==> src/rtl/ariane_pkg.sv <==
// Shared core types used by the LSU dispatch path: functional-unit tag and
// the bypass-FIFO request record.
`default_nettype none

package ariane_pkg;

  typedef enum logic [3:0] {
    NONE      = 4'd0,
    LOAD      = 4'd1,
    STORE     = 4'd2,
    ALU       = 4'd3,
    CTRL_FLOW = 4'd4,
    MULT      = 4'd5,
    CSR       = 4'd6,
    FPU       = 4'd7,
    FPU_VEC   = 4'd8,
    CVXIF     = 4'd9
  } fu_t;

  typedef struct packed {
    logic        valid;
    logic [63:0] vaddr;
    logic        overflow;
    logic [63:0] data;
    logic [7:0]  be;
    fu_t         fu;
    logic [7:0]  operation;
    logic [2:0]  trans_id;
  } lsu_ctrl_t;

endpackage

`default_nettype wire

==> src/rtl/lsu_dispatch_ctrl.sv <==
// Routes the bypass-FIFO head to the load or store unit, holds it until
// accepted, pops it exactly once, and counts stall cycles of the head.
`default_nettype none

module lsu_dispatch_ctrl
  import ariane_pkg::*;
#(
  parameter int unsigned STALL_W = 8
) (
  input  logic               clk_i,
  input  logic               rst_ni,
  input  logic               flush_i,
  input  lsu_ctrl_t          lsu_ctrl_i,
  input  logic               ld_ready_i,
  input  logic               st_ready_i,
  input  logic               ld_accept_i,
  input  logic               st_accept_i,
  output logic               ld_valid_o,
  output logic               st_valid_o,
  output logic               pop_ld_o,
  output logic               pop_st_o,
  output logic               busy_o,
  output logic [STALL_W-1:0] stall_cnt_o
);

  typedef enum logic [1:0] {
    IDLE    = 2'd0,
    LD_PEND = 2'd1,
    ST_PEND = 2'd2
  } state_e;

  localparam logic [STALL_W-1:0] STALL_MAX = '1;

  state_e             state_q, state_d;
  logic [STALL_W-1:0] stall_q, stall_d;
  logic               ld_valid, st_valid, pop_ld, pop_st;
  logic               head_ld, head_st, head_illegal, waiting;
  logic               unused_ctrl;

  // Only valid and fu steer dispatch; the payload passes straight to the units.
  assign unused_ctrl  = ^lsu_ctrl_i;

  assign head_ld      = lsu_ctrl_i.valid && (lsu_ctrl_i.fu == LOAD);
  assign head_st      = lsu_ctrl_i.valid && (lsu_ctrl_i.fu == STORE);
  assign head_illegal = lsu_ctrl_i.valid && !head_ld && !head_st;

  always_comb begin
    state_d  = state_q;
    ld_valid = 1'b0;
    st_valid = 1'b0;
    pop_ld   = 1'b0;
    pop_st   = 1'b0;
    case (state_q)
      IDLE: begin
        if (head_ld && ld_ready_i) begin
          ld_valid = 1'b1;
          if (ld_accept_i) pop_ld = 1'b1;
          else             state_d = LD_PEND;
        end else if (head_st && st_ready_i) begin
          st_valid = 1'b1;
          if (st_accept_i) pop_st = 1'b1;
          else             state_d = ST_PEND;
        end
      end
      LD_PEND: begin
        // Committed to the unit: ready may drop, valid must not.
        ld_valid = 1'b1;
        if (ld_accept_i) begin
          pop_ld  = 1'b1;
          state_d = IDLE;
        end
      end
      ST_PEND: begin
        st_valid = 1'b1;
        if (st_accept_i) begin
          pop_st  = 1'b1;
          state_d = IDLE;
        end
      end
      default: state_d = IDLE;
    endcase
    if (flush_i) begin
      ld_valid = 1'b0;
      st_valid = 1'b0;
      pop_ld   = 1'b0;
      pop_st   = 1'b0;
      state_d  = IDLE;
    end
  end

  assign waiting = (state_q != IDLE) || lsu_ctrl_i.valid;

  always_comb begin
    stall_d = stall_q;
    if (flush_i || pop_ld || pop_st || !waiting) stall_d = '0;
    else if (stall_q != STALL_MAX)               stall_d = stall_q + 1'b1;
  end

  always_ff @(posedge clk_i) begin
    if (!rst_ni) begin
      state_q <= IDLE;
      stall_q <= '0;
    end else begin
      state_q <= state_d;
      stall_q <= stall_d;
    end
  end

  assign ld_valid_o  = ld_valid & rst_ni;
  assign st_valid_o  = st_valid & rst_ni;
  assign pop_ld_o    = pop_ld & rst_ni;
  assign pop_st_o    = pop_st & rst_ni;
  assign busy_o      = (state_q != IDLE);
  assign stall_cnt_o = stall_q;

`ifndef SYNTHESIS
  a_illegal_fu: assert property (@(posedge clk_i) disable iff (!rst_ni)
    !(state_q == IDLE && head_illegal));
  a_pop_onehot: assert property (@(posedge clk_i) !(pop_ld_o && pop_st_o));
  a_valid_onehot: assert property (@(posedge clk_i) !(ld_valid_o && st_valid_o));
`endif

endmodule

`default_nettype wire

==> config.mk <==
export PLATFORM = sky130hd
export DESIGN_NAME = lsu_dispatch_ctrl
export DESIGN_NICKNAME = d
export VERILOG_FILES = /design/src/rtl/ariane_pkg.sv /design/src/rtl/lsu_dispatch_ctrl.sv
export SDC_FILE = /design/constraint.sdc
export NUM_CORES = 1
export LEC_CHECK = 0
export CORE_AREA = 2 2 66 68
export DETAILED_ROUTE_END_ITERATION = 8
export DIE_AREA = 0 0 68 70
export PLACE_DENSITY = 0.88
export SETUP_SLACK_MARGIN = 0.1
export SLEW_MARGIN = 20
export SYNTH_ARGS = -nofsm -noshare
export SYNTH_HDL_FRONTEND = slang
export SYNTH_SLANG_ARGS = --single-unit
==> constraint.sdc <==
create_clock -name clk_i -period 2.91 [get_ports clk_i]
set_input_delay 0.7275 -clock clk_i [delete_from_list [all_inputs] [get_ports clk_i]]
set_output_delay 0.7275 -clock clk_i [all_outputs]
set_load 0.01 [all_outputs]
* Word-level counts from Yosys, hierarchy flattened
Index checks and enable logic that the tools add are counted.
** Word-level totals
- Register bits :: 10
- Input port bits :: 160
- Output and inout bits :: 13
- Logic and storage cells :: 55
** Operators by class
- Add/sub/neg operators :: 1
- Equal/unequal tests :: 10
- Muxes and demuxes :: 23
- Bitwise gates (word level) :: 5
- Reduce and logical (&&, ||, !) cells :: 14
** Operator list (number)
- two-way mux 1 bit :: 12
- two-way mux 2 bit :: 6
- != test 3 bit, second input constant :: 3
- adder 8 x 1 -> 8 bit, second input constant :: 1
- != test 8 bit, second input constant :: 1
- case mux 1 bit (2 select lines) :: 4
- case mux 2 bit (3 select lines) :: 1
- AND reduction 5 bit :: 1
- AND 1 bit :: 4
- == test 4 x 1 -> 1 bit, second input constant :: 1
- == test 4 x 2 -> 1 bit, second input constant :: 1
- logical AND 1 bit :: 4
- logical OR 1 bit :: 4
- != test 2 bit, second input constant :: 2
- OR reduction 2 bit :: 2
- == test 2 x 1 -> 1 bit, second input constant :: 1
- == test 2 bit, second input constant :: 1
- zero test 2 bit :: 1
- nonzero test 2 bit :: 1
- zero test 1 bit :: 1
- NOT 1 bit :: 1

* Logic depth before layout (Yosys ltp)
Gate-level depths: netlist (run 1).
- Depth in word-level cells :: 10
- Depth in mapped cells :: 5
- Depth with buffers taken out :: 5

* Worst setup path after synthesis (run 1)
OpenSTA, ideal clock, no wires.
- Kind :: input to output
- Start :: input port lsu_ctrl_i[12] in the netlist's numbering
- End :: output port pop_ld_o
- Data arrival time :: 1627 ps
- Required time :: 2183 ps
- Slack :: 555 ps
- Cell stages on the path :: 4
- Path buffers :: 0
- Cells stage by stage :: and3b_1 > a31oi_1 > nor3_1 > and2_1
** On the way
- Longest elaborated chain between the ends :: 7
** Ends and longest elaborated chain
- from (decl) :: RTL line lsu_dispatch_ctrl.sv:13 : input lsu_ctrl_t lsu_ctrl_i,
- == test 4 x 1 -> 1 bit :: RTL line lsu_dispatch_ctrl.sv:43 : assign head_ld = lsu_ctrl_i.valid && (lsu_ctrl_i.fu == LOAD);
- logical AND 1 bit :: RTL line lsu_dispatch_ctrl.sv:43
- logical AND 1 bit :: RTL line lsu_dispatch_ctrl.sv:55 : if (head_ld && ld_ready_i) begin
- two-way mux 1 bit :: RTL line lsu_dispatch_ctrl.sv:55
- case mux 1 bit (2 select lines) :: RTL line lsu_dispatch_ctrl.sv:53 : case (state_q)
- two-way mux 1 bit :: RTL line lsu_dispatch_ctrl.sv:82 : if (flush_i) begin
- AND 1 bit :: RTL line lsu_dispatch_ctrl.sv:111 : assign pop_ld_o = pop_ld & rst_ni;
- to (decl) :: RTL line lsu_dispatch_ctrl.sv:20 : output logic pop_ld_o,
Every way passes these cells.

* Worst setup path after layout (run 1)
- Start :: input port lsu_ctrl_i[11] in the netlist's numbering
- End :: output port pop_st_o
** On the way
- Longest elaborated chain between the ends :: 8
- Elaborated cells on any way between the ends :: 11
- Classes of those cells :: 2 x eq/ne; 4 x mux; 1 x bitwise; 4 x reduce/logical
** Ends and longest elaborated chain
- == test 4 x 2 -> 1 bit :: RTL line lsu_dispatch_ctrl.sv:44 : assign head_st = lsu_ctrl_i.valid && (lsu_ctrl_i.fu == STORE);
- logical AND 1 bit :: RTL line lsu_dispatch_ctrl.sv:44
- logical AND 1 bit :: RTL line lsu_dispatch_ctrl.sv:59 : end else if (head_st && st_ready_i) begin
- two-way mux 1 bit :: RTL line lsu_dispatch_ctrl.sv:59
- two-way mux 1 bit (*) :: RTL line lsu_dispatch_ctrl.sv:55
- case mux 1 bit (2 select lines) (*) :: RTL line lsu_dispatch_ctrl.sv:53
- two-way mux 1 bit (*) :: RTL line lsu_dispatch_ctrl.sv:82
- AND 1 bit (*) :: RTL line lsu_dispatch_ctrl.sv:112 : assign pop_st_o = pop_st & rst_ni;
- to (decl) :: RTL line lsu_dispatch_ctrl.sv:21 : output logic pop_st_o,
Mark *: on every way between the ends. The rest lies on a longest branch, timed or not.

==> impl_metrics.prom, run 1 <==
# TYPE chip_impl_metric gauge
chip_impl_metric{name="utilization",unit="%"} 23.52
chip_impl_metric{name="postSynthRegisterBits",unit=""} 10
chip_impl_metric{name="post_route_cells_drive_above_1_share",unit="%"} 27.84
chip_impl_metric{name="ys_warn_count",unit=""} 0
chip_impl_metric{name="peakVddDrop",unit="mV"} 0.1722
chip_impl_info{name="outcome",value="completed"} 1
chip_impl_metric{name="clock_skew",unit="ps"} 0.8113
chip_impl_metric{name="clk_transition_reported_paths",unit="ps"} 50
chip_impl_metric{name="first_pass_grt_wire_length",unit="µm"} 2573
chip_impl_metric{name="drt_first_iter_violations",unit=""} 5
chip_impl_info{name="critPathKind",value="in -> out"} 1
chip_impl_metric{name="global_route.usage.total",unit="%"} 7.446
chip_impl_metric{name="die_h",unit="µm"} 70
chip_impl_metric{name="timing.critical_path.fanout_max",unit=""} 2
chip_impl_metric{name="placement_rows",unit=""} 24
chip_impl_metric{name="synthDistinctLibCells",unit=""} 29
chip_impl_info{name="worst_hold_startpoint",value="stall_cnt_o[4]"} 1
chip_impl_metric{name="setup_slack",unit="ps"} 186.6
chip_impl_info{name="timing.critical_path.to_type",value="output pin"} 1
chip_impl_info{name="cts_root_buf",value="sky130_fd_sc_hd__clkbuf_8"} 1
chip_impl_metric{name="proportion_of_synthesized_flip_flops_having_asynchronous_set_or_reset",unit="%"} 0
chip_impl_metric{name="leakage",unit="nW"} 0.3469
chip_impl_metric{name="tightest_slew",unit="ps"} 423.2
chip_impl_metric{name="via_count",unit=""} 619
chip_impl_metric{name="post_route_total_power",unit="mW"} 0.3530
chip_impl_metric{name="antennaDiodeCount",unit=""} 0
chip_impl_metric{name="grt_antenna_before_repair",unit=""} 0
chip_impl_metric{name="clk_path_buf_depth",unit=""} 2
chip_impl_metric{name="synth_edf_count",unit=""} 0
chip_impl_metric{name="preCtsSetupSlack",unit="ps"} -236.6
chip_impl_metric{name="first_global_vias",unit=""} 611
chip_impl_metric{name="numCtsBuffers",unit=""} 3
chip_impl_info{name="setup.worst_path.start_class",value="input pin"} 1
chip_impl_metric{name="initial_core_utilization",unit="%"} 13.32
chip_impl_metric{name="chipWidth",unit="µm"} 68
chip_impl_metric{name="synth_sequential_area_ratio",unit="%"} 36.28
chip_impl_info{name="worstReg2RegStart",value="stall_cnt_o[0]"} 1
chip_impl_metric{name="period_minus_slack",unit="ps"} 2723
chip_impl_metric{name="final-max-slew-violation-count",unit=""} 0
chip_impl_metric{name="die_area",unit="µm²"} 4760
chip_impl_metric{name="avgSynthCellArea",unit="µm²"} 8.900
chip_impl_metric{name="number_of_h_tree_levels",unit=""} 1
chip_impl_info{name="path_cells",value="clkdlybuf4s50_1, and4bb_2, a31oi_4, nor2_2, and2_1, buf_2"} 1
chip_impl_metric{name="worst_ep_arrival_time",unit="ps"} 2000
chip_impl_metric{name="numPortBuffers",unit=""} 24
chip_impl_metric{name="worst_skew_pair.late_latency",unit="ps"} 240
chip_impl_info{name="tritoncts_clock_tree",value="built"} 1
chip_impl_metric{name="cts.repair_timing.setup_buffer_count",unit=""} 0
chip_impl_metric{name="clock.fmax",unit="GHz"} 0.3672
chip_impl_metric{name="finalSetupViolCount",unit=""} 0
chip_impl_metric{name="viasPerCell",unit=""} 4.154
chip_impl_info{name="worst_path_max_delay_cell",value="sky130_fd_sc_hd__clkdlybuf4s50_1"} 1
chip_impl_info{name="hold_path_class",value="reg -> reg"} 1
chip_impl_metric{name="hold_buffers",unit=""} 0
chip_impl_metric{name="max_slew_margin",unit="%"} 71.70
chip_impl_metric{name="synthesis.area",unit="µm²"} 551.8
chip_impl_metric{name="finalCritPeriodShare",unit="%"} 93.59
chip_impl_metric{name="synth_fp_nets",unit=""} 223
chip_impl_metric{name="largest_net_degree_at_the_start_of_global_routing",unit=""} 9
chip_impl_metric{name="timing_hold_violations_final",unit=""} 0
chip_impl_info{name="synth_flop_cell",value="sky130_fd_sc_hd__dfxtp_1"} 1
chip_impl_metric{name="netlist_instances",unit=""} 62
chip_impl_metric{name="overflow",unit=""} 0
chip_impl_metric{name="power.density_cell_area",unit="nW/µm²"} 362.2
chip_impl_metric{name="tritoncts_num_sinks",unit=""} 10
chip_impl_metric{name="final_net_count",unit=""} 259
chip_impl_metric{name="total_of_max_cap_violations",unit=""} 0
chip_impl_metric{name="remaining_drc_errors",unit=""} 0
chip_impl_metric{name="core_area",unit="µm²"} 4144
chip_impl_metric{name="place.gp.congestion",unit=""} 0.7439
chip_impl_metric{name="wirelength",unit="µm"} 1558
chip_impl_metric{name="io_pins",unit=""} 173
chip_impl_metric{name="area_delta_synth_final",unit="%"} 76.64
chip_impl_info{name="rsz0062_at_grt",value="no"} 1
chip_impl_info{name="setup.worst_path.start",value="lsu_ctrl_i[11]"} 1
chip_impl_metric{name="post_drt_wl_per_cell",unit="µm"} 10.46
chip_impl_metric{name="critical-path-max-stage-delay",unit="ps"} 470
chip_impl_metric{name="filler_cell_count_in_the_final_layout",unit=""} 470
chip_impl_metric{name="timing.critical_path.required",unit="ps"} 2180
chip_impl_metric{name="detailedRoute.firstPassIterationCount",unit=""} 4
chip_impl_metric{name="drtAntennaViolNets",unit=""} 0
==> logic make-up (layout without fill, tap and decap cells) <==
| kind of cell | count (synthesis) | count (layout) | synth area share [%] |
|---|---|---|---|
| xor gates and xnor gates | 1 | 1 | 1.588 |
| adders and majority gates | 1 | 1 | 2.267 |
| buffers and inverters | 3 | 38 | 2.041 |
| and+or+nand+nor | 33 | 33 | 37.87 |
| AOI/OAI and AO/OA | 13 | 13 | 18.14 |
| muxes | 1 | 1 | 1.814 |
| DFF | 10 | 10 | 36.28 |
==> routing by layer <==
layer | share of wire, % | GRT usage (%) | up-vias
li1 | - | - | 308
met1 | 42 | 7.814 | 285
met2 | 49 | 12.08 | 22
met3 | 5.3 | 1.449 | 4
met4 | 3.5 | 6.667 | 0
met5 | 0 | 0 | -
==> synth_stat cells (2+ instances only) <==
| master | instances | share of area (%) |
|---|---|---|
| sky130_fd_sc_hd__inv_1 | 3 | 2.0 |
| sky130_fd_sc_hd__a31oi_1 | 6 | 6.8 |
| sky130_fd_sc_hd__and2_1 | 3 | 3.4 |
| sky130_fd_sc_hd__nor4_1 | 2 | 2.3 |
| sky130_fd_sc_hd__nor2_1 | 7 | 4.8 |
| sky130_fd_sc_hd__nand4_1 | 3 | 3.4 |
| sky130_fd_sc_hd__nor3_1 | 6 | 5.4 |
| sky130_fd_sc_hd__a21oi_1 | 2 | 1.8 |
| sky130_fd_sc_hd__dfxtp_1 | 10 | 36 |
==> critical path, delay by kind of cell <==
kind / cells / cell delay (ps)
compound gates: 1 / 190
simple gates: 3 / 470
buf+inv: 2 / 600
==> worst paths after layout <==
check | to | slack, ps | cells after the start
setup / recovery | pop_st_o | 190 | 6
hold / removal | stall_cnt_o[4] | 540 | 1
setup reg to reg | stall_cnt_o[1] | 1330 | 5
hold reg to reg | stall_cnt_o[4] | 540 | 1
==> state kept, by name (all words and copies together) (netlist names) <==
register     count
state_q          2
stall_cnt_o      8
==> area by class of cell <==
cell class                      count  area [µm²]  area share, %
Clock buffer                        4       55.05          5.648
Inverter                            3       11.26          1.155
Multi-Input combinational cell     49       370.4          38.00
Sequential cell                    10       200.2          20.54
Tap cell                           52       65.06          6.675
Timing Repair Buffer               31       272.8          27.98
==> cells in the final DEF, fill, tap and decap left out, types with 2 or more instances in the layout <==
cell type | synthesis | final
sky130_fd_sc_hd__a31oi_1 | 6 | 4
sky130_fd_sc_hd__buf_4 | 0 | 7
sky130_fd_sc_hd__clkdlybuf4s50_1 | 0 | 20
sky130_fd_sc_hd__dfxtp_1 | 10 | 10
sky130_fd_sc_hd__nand4_1 | 3 | 3
sky130_fd_sc_hd__nor3_1 | 6 | 5
sky130_fd_sc_hd__and2_1 | 3 | 3
sky130_fd_sc_hd__clkbuf_8 | 0 | 4
sky130_fd_sc_hd__a21oi_1 | 2 | 2
sky130_fd_sc_hd__inv_1 | 3 | 3
sky130_fd_sc_hd__nor2_1 | 7 | 6
sky130_fd_sc_hd__clkbuf_2 | 0 | 3
sky130_fd_sc_hd__nor4_1 | 2 | 2
==> stage by stage <==
step	instance area [µm²]	cells	hold WS [ps]	setup TNS, ps
final	974.7	149	539.5	0
after global routing	974.7	149	577.1	0
after CTS	982.2	149	540.0	0
after detailed placement	909.6	145	528.5	-827.7
after global placement	909.6	145	535.9	-785.2
after floorplan	551.8	62	498.6	0
==> power by group <==
| part | switching (mW) | internal [mW] |
|---|---|---|
| clock network | 0.0582 | 0.119 |
| logic | 0.0135 | 0.0226 |
| registers | 0.00151 | 0.138 |
==> repair_timing <==
action                                  in CTS  in global routing
endpoints found under the setup margin       4                  4
gates resized for setup                     11                  8
pin swaps                                    5                  4
Note: power is estimated with default switching activity, not from simulation.
==> inputs of run 2 (changes only) <==
--- a/config.mk
+++ b/config.mk
@@ -5,10 +5,11 @@
 export SDC_FILE = /design/constraint.sdc
 export NUM_CORES = 1
 export LEC_CHECK = 0
-export CORE_AREA = 2 2 66 68
+export CORE_AREA = 4 4 65 67
 export DETAILED_ROUTE_END_ITERATION = 8
-export DIE_AREA = 0 0 68 70
-export PLACE_DENSITY = 0.88
+export DIE_AREA = 0 0 69 71
+export DONT_BUFFER_PORTS = 1
+export PLACE_DENSITY = 0.35
 export SETUP_SLACK_MARGIN = 0.1
 export SLEW_MARGIN = 20
 export SYNTH_ARGS = -nofsm -noshare
==> run 2 against run 1 <==
Compared with the run above: cell area down 31%; clock skew up 2.7 ps; largest cell class unchanged; global-route usage fell by 1.3 points; sequential power hardly changed; cell count fell by 23%.
==> impl_metrics.prom, run 2 (synthesized netlist as in run 1, its figures left out) <==
# TYPE chip_impl_metric gauge
chip_impl_info{name="outcome",value="completed"} 1
chip_impl_metric{name="cts.repair_timing.setup_buffer_count",unit=""} 0
chip_impl_metric{name="max_slew_margin",unit="%"} 68.46
chip_impl_metric{name="via_count",unit=""} 506
chip_impl_metric{name="dpl_cell_area",unit="µm²"} 619.3
chip_impl_metric{name="detailedRoute.firstPassIterationCount",unit=""} 2
chip_impl_metric{name="finish.instance_area",unit="µm²"} 674.4
chip_impl_metric{name="post_route_total_power",unit="mW"} 0.3265
chip_impl_metric{name="worst_skew_pair.late_latency",unit="ps"} 240
chip_impl_metric{name="core_area",unit="µm²"} 3633
chip_impl_metric{name="total_of_max_cap_violations",unit=""} 0
chip_impl_metric{name="first_pass_grt_wire_length",unit="µm"} 2346
chip_impl_info{name="path_cells",value="and4bb_2, a31oi_1, nor2_1, and2_1"} 1
chip_impl_metric{name="final_net_count",unit=""} 229
chip_impl_metric{name="preCtsSetupSlack",unit="ps"} 619.3
chip_impl_metric{name="layout.area.seq",unit="µm²"} 200.2
chip_impl_metric{name="chipWidth",unit="µm"} 69
chip_impl_metric{name="cts_resized",unit=""} 0
chip_impl_info{name="timing.critical_path.to_type",value="output pin"} 1
chip_impl_metric{name="wirelength",unit="µm"} 1495
chip_impl_metric{name="peakVddDrop",unit="mV"} 0.1127
chip_impl_metric{name="global_route.usage.total",unit="%"} 6.128
chip_impl_metric{name="overflow",unit=""} 0
chip_impl_metric{name="power.density_cell_area",unit="nW/µm²"} 484.1
chip_impl_metric{name="remaining_drc_errors",unit=""} 0
chip_impl_metric{name="viasPerCell",unit=""} 4.400
chip_impl_info{name="worst_path_max_delay_cell",value="sky130_fd_sc_hd__and4bb_2"} 1
chip_impl_metric{name="timing.critical_path.fanout_max",unit=""} 2
chip_impl_metric{name="largest_net_degree_at_the_start_of_global_routing",unit=""} 9
chip_impl_metric{name="drtAntennaViolNets",unit=""} 0
chip_impl_metric{name="timing.critical_path.required",unit="ps"} 2180
chip_impl_info{name="commonest_non_fill_non_tap_cell_in_the_layout",value="sky130_fd_sc_hd__dfxtp_1"} 1
chip_impl_metric{name="clock.fmax",unit="GHz"} 0.4366
chip_impl_metric{name="critical-path-max-stage-delay",unit="ps"} 290
chip_impl_metric{name="finalCritPeriodShare",unit="%"} 78.71
chip_impl_metric{name="final-max-slew-violation-count",unit=""} 0
chip_impl_metric{name="timing_hold_violations_final",unit=""} 0
chip_impl_metric{name="placement_rows",unit=""} 22
chip_impl_metric{name="utilization",unit="%"} 18.56
chip_impl_info{name="tritoncts_clock_tree",value="built"} 1
chip_impl_info{name="hold_path_class",value="in -> reg"} 1
chip_impl_metric{name="initial_core_utilization",unit="%"} 15.19
chip_impl_metric{name="io_pins",unit=""} 173
chip_impl_metric{name="leakage",unit="nW"} 0.2221
chip_impl_metric{name="drt_first_iter_violations",unit=""} 30
chip_impl_metric{name="numCtsBuffers",unit=""} 3
chip_impl_metric{name="post_route_cells_drive_above_1_share",unit="%"} 17.91
chip_impl_metric{name="post_drt_wl_per_cell",unit="µm"} 13.00
chip_impl_metric{name="place.gp.congestion",unit=""} 0.7056
chip_impl_metric{name="antennaDiodeCount",unit=""} 0
chip_impl_metric{name="worst_hold_path_cells",unit=""} 1
chip_impl_metric{name="die_h",unit="µm"} 71
chip_impl_metric{name="clock_skew",unit="ps"} 3.470
chip_impl_metric{name="final_layout_setup_total_negative_slack",unit="ps"} 0
chip_impl_info{name="critPathKind",value="in -> out"} 1
chip_impl_metric{name="tightest_slew",unit="ps"} 471.8
chip_impl_metric{name="setup_slack",unit="ps"} 619.7
chip_impl_metric{name="area_delta_synth_final",unit="%"} 22.22
chip_impl_metric{name="hold_buffers",unit=""} 0
chip_impl_metric{name="number_of_flip_flops_under_the_largest_register_name",unit=""} 8
chip_impl_metric{name="numPortBuffers",unit=""} 0
chip_impl_metric{name="place_inst",unit=""} 111
chip_impl_metric{name="die_area",unit="µm²"} 4899
chip_impl_metric{name="worst_ep_arrival_time",unit="ps"} 1560
chip_impl_info{name="setup.worst_path.start_class",value="input pin"} 1
chip_impl_metric{name="final.hold.worst_slack",unit="ps"} 564.4
chip_impl_metric{name="period_minus_slack",unit="ps"} 2290
chip_impl_info{name="cts_root_buf",value="sky130_fd_sc_hd__clkbuf_8"} 1
chip_impl_metric{name="worst_reg_to_reg_path_cell_count",unit=""} 5
chip_impl_metric{name="clk_path_buf_depth",unit=""} 2
chip_impl_metric{name="clk_transition_reported_paths",unit="ps"} 50
chip_impl_metric{name="finalNonFillerCells",unit=""} 115
chip_impl_info{name="rsz0062_at_grt",value="no"} 1
chip_impl_metric{name="grt_antenna_before_repair",unit=""} 0
chip_impl_metric{name="filler_cell_count_in_the_final_layout",unit=""} 426
chip_impl_info{name="final_cell_mix",value="10 x sky130_fd_sc_hd__dfxtp_1, 7 x sky130_fd_sc_hd__nor2_1, 6 x sky130_fd_sc_hd__a31oi_1, 6 x sky130_fd_sc_hd__nor3_1, 4 x sky130_fd_sc_hd__clkbuf_8"} 1
chip_impl_metric{name="number_of_h_tree_levels",unit=""} 1
chip_impl_metric{name="tritoncts_num_sinks",unit=""} 10
chip_impl_metric{name="multi_input_area",unit="µm²"} 340.3
chip_impl_metric{name="first_global_vias",unit=""} 473
chip_impl_metric{name="finalSetupViolCount",unit=""} 0
## run 2: changes by cell type in the layout (fill, tap and decap cells not counted), sizes merged
cell           previous run  this run
buf                       8         1
clkbuf                    7         4
clkdlybuf4s50            20         0
## run 2: metal layers
| metal | vias to the layer above | part of all wire (%) | wire, µm | GRT usage (%) |
|---|---|---|---|---|
| li1 | 247 | - | - | - |
| met5 | - | 0 | 0 | 0 |
| met2 | 21 | 40 | 600 | 7.733 |
| met3 | 4 | 12 | 177 | 4.545 |
| met1 | 234 | 46 | 688 | 7.420 |
| met4 | 0 | 1.9 | 28 | 3.254 |
## run 2: critical path: cells and delay by family
| family | cells | cell delay, ps |
|---|---|---|
| compound gates | 1 | 100 |
| simple gates | 3 | 740 |
## run 2: area by class of cell
cell class,instances,area share [%]
well taps,48,8.905
inverters,3,1.670
repair buffers,1,1.113
multi-input cells,49,50.46
flip-flops and latches,10,29.68
clock buffers,4,8.163
## run 2: final timing paths
path	from	end	slack [ps]
hold reg to reg	state_q[1]	state_q[0]	570
setup reg to reg	stall_cnt_o[0]	stall_cnt_o[1]	1220
setup / recovery	lsu_ctrl_i[11]	pop_st_o	620
hold / removal	ld_accept_i	state_q[0]	560
## run 2: power by group
group	total [mW]	switching [mW]	internal [mW]
Clock	0.175	0.0563	0.119
Combinational	0.0110	0.00633	0.00463
Sequential	0.140	0.00209	0.138
==> inputs of run 3 (changes only) <==
==> constraint.sdc (replaced) <==
create_clock -name clk_i -period 2.4 [get_ports clk_i]
set_input_delay 0.6 -clock clk_i [delete_from_list [all_inputs] [get_ports clk_i]]
set_output_delay 0.6 -clock clk_i [all_outputs]
set_load 0.01 [all_outputs]
==> results of run 3 <==
The final DEF is identical to that of run 2. Status: completed.
Main changes from that run: setup slack after placement 619.3 ps -> 364.3 ps; setup slack after layout 619.7 ps -> 306.0 ps; hold slack 564.4 ps -> 436.9 ps; start point of the critical path lsu_ctrl_i[11] -> state_q[0]; register-to-register setup slack 1220 ps -> 710 ps; total power 0.3265 mW -> 0.3959 mW; worst IR drop on VDD 0.1127 mV -> 0.1367 mV
